### src/rtl/fetch_queue.sv
// Instruction-fetch front end: req/ack fetch engine feeding a small FIFO of {instruction, PC+4}
// toward the IF/ID buffer, with branch-redirect squash of queued and in-flight words.
module fetch_queue #(
    parameter int unsigned DEPTH    = 4,
    parameter logic [31:0] RESET_PC = 32'h0000_0000
) (
    input  logic        clk,
    input  logic        rst_n,
    input  logic        redirect,
    input  logic [31:0] redirect_pc,
    output logic        imem_req,
    output logic [31:0] imem_addr,
    input  logic        imem_ack,
    input  logic [31:0] imem_data,
    input  logic        stall,
    output logic        out_valid,
    output logic [31:0] out_ins,
    output logic [31:0] out_pc4
);

    localparam int unsigned     PW       = $clog2(DEPTH);
    localparam logic [PW:0]     CNT_FULL = (PW + 1)'(DEPTH);
    localparam logic [PW:0]     CNT_ONE  = (PW + 1)'(1);
    localparam logic [PW-1:0]   PTR_ONE  = PW'(1);

    typedef enum logic [1:0] {
        S_IDLE,
        S_WAIT,
        S_DROP
    } state_e;

    state_e        state_q, state_d;
    logic [31:0]   fetch_pc_q, fetch_pc_d;
    logic [31:0]   addr_q, addr_d;
    logic          req_q, req_d;
    logic [PW-1:0] wr_ptr_q, wr_ptr_d;
    logic [PW-1:0] rd_ptr_q, rd_ptr_d;
    logic [PW:0]   count_q, count_d;

    logic [31:0]   ins_mem [DEPTH];
    logic [31:0]   pc4_mem [DEPTH];

    logic          ack;
    logic          push;
    logic          pop;
    logic          flush;
    logic [31:0]   target;
    logic [PW:0]   count_after_push;

    assign ack       = req_q & imem_ack;
    assign flush     = redirect;
    assign target    = redirect_pc & 32'hFFFF_FFFC;
    assign out_valid = (count_q != '0);
    // A redirect cancels any same-cycle pop along with the flush.
    assign pop       = out_valid & ~stall & ~flush;
    assign count_after_push = pop ? count_q : count_q + CNT_ONE;

    // Fetch sequencer: redirect wins over everything, an in-flight fetch is never abandoned
    // (DROP swallows its ack) so the memory always sees a completed handshake.
    always_comb begin
        // NOTE: every signal driven here gets a default first, so no path can infer a latch.
        state_d    = state_q;
        fetch_pc_d = fetch_pc_q;
        addr_d     = addr_q;
        req_d      = req_q;
        push       = 1'b0;
        unique case (state_q)
            S_IDLE: begin
                if (redirect) begin
                    fetch_pc_d = target;
                    addr_d     = target;
                    req_d      = 1'b1;
                    state_d    = S_WAIT;
                end else if (count_q < CNT_FULL) begin
                    addr_d  = fetch_pc_q;
                    req_d   = 1'b1;
                    state_d = S_WAIT;
                end
            end
            S_WAIT: begin
                if (redirect) begin
                    fetch_pc_d = target;
                    if (ack) begin
                        addr_d = target;
                    end else begin
                        state_d = S_DROP;
                    end
                end else if (ack) begin
                    push       = 1'b1;
                    fetch_pc_d = fetch_pc_q + 32'd4;
                    if (count_after_push < CNT_FULL) begin
                        addr_d = fetch_pc_q + 32'd4;
                    end else begin
                        req_d   = 1'b0;
                        state_d = S_IDLE;
                    end
                end
            end
            S_DROP: begin
                if (redirect) begin
                    fetch_pc_d = target;
                end
                if (ack) begin
                    addr_d  = redirect ? target : fetch_pc_q;
                    state_d = S_WAIT;
                end
            end
            default: state_d = S_IDLE;
        endcase
    end

    always_comb begin
        wr_ptr_d = wr_ptr_q;
        rd_ptr_d = rd_ptr_q;
        count_d  = count_q;
        if (flush) begin
            wr_ptr_d = '0;
            rd_ptr_d = '0;
            count_d  = '0;
        end else begin
            if (push) wr_ptr_d = wr_ptr_q + PTR_ONE;
            if (pop)  rd_ptr_d = rd_ptr_q + PTR_ONE;
            if (push && !pop) begin
                count_d = count_q + CNT_ONE;
            end else if (pop && !push) begin
                count_d = count_q - CNT_ONE;
            end
        end
    end

    // NOTE: sequential state uses non-blocking assignments so every flop samples pre-edge values.
    always_ff @(posedge clk or negedge rst_n) begin
        if (!rst_n) begin
            state_q    <= S_IDLE;
            fetch_pc_q <= RESET_PC;
            addr_q     <= RESET_PC;
            req_q      <= 1'b0;
            wr_ptr_q   <= '0;
            rd_ptr_q   <= '0;
            count_q    <= '0;
        end else begin
            state_q    <= state_d;
            fetch_pc_q <= fetch_pc_d;
            addr_q     <= addr_d;
            req_q      <= req_d;
            wr_ptr_q   <= wr_ptr_d;
            rd_ptr_q   <= rd_ptr_d;
            count_q    <= count_d;
        end
    end

    // NOTE: storage is deliberately not reset; out_valid gates every read so stale data never escapes.
    always_ff @(posedge clk) begin
        if (push) begin
            ins_mem[wr_ptr_q] <= imem_data;
            pc4_mem[wr_ptr_q] <= addr_q + 32'd4;
        end
    end

    assign imem_req  = req_q;
    assign imem_addr = addr_q;
    assign out_ins   = out_valid ? ins_mem[rd_ptr_q] : 32'h0;
    assign out_pc4   = out_valid ? pc4_mem[rd_ptr_q] : 32'h0;

endmodule
### config.mk
export PLATFORM = sky130hd
export DESIGN_NAME = fetch_queue
export DESIGN_NICKNAME = d
export VERILOG_FILES = /design/src/rtl/fetch_queue.sv
export SDC_FILE = /design/constraint.sdc
export NUM_CORES = 1
export LEC_CHECK = 0
export CORE_MARGIN = 2
export CORE_UTILIZATION = 51
export DETAILED_ROUTE_END_ITERATION = 16
export GPL_ROUTABILITY_DRIVEN = 0
export PLACE_DENSITY_LB_ADDON = 0.05
export SYNTH_ARGS = -nofsm -noshare
export SYNTH_HDL_FRONTEND = slang
export SYNTH_SLANG_ARGS = --single-unit
export TNS_END_PERCENT = 1
### constraint.sdc
create_clock -name clk -period 3.12 [get_ports clk]
set_input_delay 0.312 -clock clk [delete_from_list [all_inputs] [get_ports clk]]
set_output_delay 0.312 -clock clk [all_outputs]
set_load 0.03 [all_outputs]
==> metrics list <==
- Across the run, the number of max-cap violations was 0.
- CTS placed an instance of sky130_fd_sc_hd__clkbuf_16 at the clock tree root.
- Number of antenna diodes: 0
- The detail route stage leaves a number of antenna-violating nets equal to 0.
- The internal power of the cells totals 11.2 mW.
- Summed over all instances, the cell type with the most area after synthesis is sky130_fd_sc_hd__edfxtp_1.
* Sw Share: 37.5%
* Total net switching power: 6.72 mW
* Count of yosys warnings during synthesis: 0
* Required arrival time at the worst endpoint: 2.81 ns
* Via/cell ratio: 5.80
- Yosys attributes the largest share of cell area to sky130_fd_sc_hd__edfxtp_1, sky130_fd_sc_hd__dfrtp_1, sky130_fd_sc_hd__mux4_2, sky130_fd_sc_hd__and2_1, sky130_fd_sc_hd__xnor2_1.
- Crit Path Class: flop to output port
* Area of the die: 31100 um2
- Static timing analysis puts the maximum clock frequency at 336 MHz.
- Critical path fanouts, max: 42
- Primary FF master, synth: sky130_fd_sc_hd__edfxtp_1
* Met1 global-route usage: 32.0%
- Fraction of layout cells with a size suffix above 1: 15.2%
- Total non-filler cell area in the finished layout: 18700 um2
- Comb power frac: 41.7%
* Endpoint type of the worst setup path: output port
* Clock network power share: 22.0%
- For the pin with the worst max-slew slack, the measured transition is 0.914 ns.
- For met3 alone, demand over resource in global routing was 3.29%.
- Once placement finished, the instance area stood at 17600 um2.
- The routed design has 35100 um of wire.
* Gr usage total: 22.8%
- Chip Height: 176 um
- The number of global-route vias before repair came to 9501.
* Initial antenna violation count: 0
- The first detailed-routing pass ran for 5 iterations.
* Buffers & Inverters on Critical Path: 2
- The number of setup buffers added after CTS is 0.
- RSZ-0062 raised after global routing: false
- Sequential share of power: 36.3%
* Cell area after technology mapping: 15200 um2
- Setup slack on the worst flop-to-flop path: 0.53 ns
* Count of distinct cell types in the synthesized netlist: 70
- STA puts the critical path data arrival time at 2.67 ns.
* Nets: 1339
- The region available for standard cell placement spans 29500 um2.
- Detailed Place HPWL: 23800 um
- H-tree depth: 2
* Maximum resistive drop on vdd: 0.000607 V
* Largest net degree at the start of global routing: 45
* Worst clock skew: 0.0115 ns
* Worst-path cell chain: buf_16 > mux4_2 > and2_1 > clkdlybuf4s50_1
- Clock period minus final worst setup slack: 2.98 ns
- Later-pin clock latency in the skew report: 0.51 ns
* Hold Vio Cnt, Final: 0
* Critical path's largest stage delay: 0.59 ns
* Commonest cells in the netlist: sky130_fd_sc_hd__edfxtp_1, sky130_fd_sc_hd__and2_1, sky130_fd_sc_hd__dfrtp_1
- Flop and latch count out of synthesis: 330
* Met2 demand-to-capacity share in global routing: 37.4%
- Post-synthesis instance total: 1083
* Clock Tree Buf Depth: 3
- The synthesized design devotes to its leading area cell type 50.7% of total area.
- First-pass GRT wire length: 54500 um
- Dividing the detail-routed wire length by the instance count gives 21.0 um.
- On the critical path, the stage with the largest delay is an instance of sky130_fd_sc_hd__mux4_2.
- Count of boundary I/O pins: 167
- The count of buffers added on input and output ports is 164.
- Number of slew-limit violations in the final report: 0
* Top-count cell post-synth: sky130_fd_sc_hd__edfxtp_1
- Initial cell density of the core: 51.5%
- Averaged over all synthesized cells, the footprint is 14.0 um2.
- In this run the static leakage power is 6.37 nW.
* Number of endpoints failing setup at the final stage: 0
- Setup tns final: 0 ns
- Placement Rows: 63
- For this block, the initial DRC count from the detailed router was 764.
* CP startpoint kind: flop
* Die X: 176 um
- Overall power: 17.9 mW
* Number of buffers created by CTS: 36
- After synthesis, flip-flops and latches occupy 62.9% of the total area.
* Portion of the clock cycle consumed by the worst path in the final layout: 95.5%
- TritonCTS built the clock tree.
* Worst min path class: input pin to asynchronous set/reset pin
- Final routed DRC violation total: 0
- Number of filler instances in the final layout: 2257
- The final route contains 9711 vias.
* Clock tree sinks: 330
* Number of synthesized flops with an enable pin: 256
- PwrDens: 960 nW/um2
- Result of the run: completed
- Share of flip-flops with an asynchronous set or reset after synthesis: 22.4%
- The worst pin sits at a relative slew slack of 38.5%.
* Area growth syn-to-layout: 23.1%
- Nets in the synthesized netlist: 1161
* Category of cells accounting for the largest share of critical-path delay: buffers and inverters
* Most used routing layer in global routing: met2
- Aggregate global routing overflow: 0
- After clock tree synthesis, the clock-pin slew on the worst setup and hold paths is 0.06 ns.
[final cells by class]
type / count / area, um2 / share of cell area, %
clock inverters: 17 / 140 / 0.751
repair buffers: 216 / 2200 / 11.8
inverters: 20 / 75.1 / 0.402
well taps: 390 / 488 / 2.61
clock buffers: 44 / 951 / 5.09
multi-input cells: 657 / 5280 / 28.3
flip-flops and latches: 330 / 9540 / 51.1
[state kept, by name, summed over array words and instances (netlist names)]
name and flops:
rd_ptr_q 2, ins_mem 128, count_q 3, fetch_pc_q 32, state_q 2, imem_req 1
wr_ptr_q 2, imem_addr 32, pc4_mem 128
[logic make-up after synthesis]
logic type,share of synthesized area (%)
AOI/OAI and AO/OA,7.58
DFF,62.9
muxes,10.8
buffers and inverters,2.56
and+or+nand+nor,12.5
adders and majority gates,0.742
xor gates and xnor gates,3.00
[power groups by stage]
stage                     clock [mW]  combinational (mW)  sequential [mW]
after floorplan                    0                4.57             6.57
after global placement             0                7.46             6.56
after detailed placement           0                7.53             6.58
after CTS                       4.03                7.56             6.49
after global routing            4.20                8.04             6.61
final                           3.95                7.47             6.51
[worst register-to-register path: stages (launching register included)]
cell and delay, ns:
sky130_fd_sc_hd__dfrtp_1 0.43, sky130_fd_sc_hd__ha_1 0.21, sky130_fd_sc_hd__nand3_1 0.20, sky130_fd_sc_hd__or4_1 0.63, sky130_fd_sc_hd__nor3_2 0.39, sky130_fd_sc_hd__nand4_1 0.17, sky130_fd_sc_hd__xnor2_1 0.34
[repair_timing]
action,in CTS,in global routing
hold endpoints to repair,42,0
hold buffers,1,0
gates resized for setup,0,1
endpoints found under the setup margin,0,1
[per-layer routing]
layer  wire, um  part of all wire [%]
met1      15200                    43
met2      17300                    49
met3       1910                   5.5
met4        685                   2.0
met5          0                     0
[through the flow]
stage | hold slack, ns | util (%) | instances | setup slack, ns
6_report | 0.334 | 63.3 | 1674 | 0.140
5_1_grt | 0.355 | 63.3 | 1674 | 0.0109
4_1_cts | 0.341 | 63.3 | 1674 | 0.0716
3_5_place_dp | 0.356 | 59.6 | 1612 | 0.491
3_3_place_gp | 0.355 | 59.6 | 1612 | 0.595
2_1_floorplan | 0.0164 | - | 1083 | 0.0748
[layout by cell type, fill, tap and decap left out, types with 31 or more instances in the layout]
cell                                n
sky130_fd_sc_hd__nor2_1            56
sky130_fd_sc_hd__clkdlybuf4s50_1  162
sky130_fd_sc_hd__a21oi_1           46
sky130_fd_sc_hd__and2_1            75
sky130_fd_sc_hd__o21ai_0           39
sky130_fd_sc_hd__mux4_2            64
sky130_fd_sc_hd__edfxtp_1         256
sky130_fd_sc_hd__nand2_1           59
sky130_fd_sc_hd__buf_4             39
sky130_fd_sc_hd__dfrtp_1           72
sky130_fd_sc_hd__xnor2_1           31
sky130_fd_sc_hd__clkbuf_16         36
[worst paths after layout]
kind                               start              to  cells after the start
setup / recovery             rd_ptr_q[0]     out_pc4[19]                      4
hold / removal                     rst_n   imem_addr[30]                      2
setup reg to reg            imem_addr[2]  pc4_mem[0][30]                      6
hold reg to reg            fetch_pc_q[1]   fetch_pc_q[1]                      1
max in group asynchronous          rst_n    imem_addr[6]                      3
min in group clk                redirect     rd_ptr_q[0]                      3
Note: power is estimated with default switching activity, not from simulation.
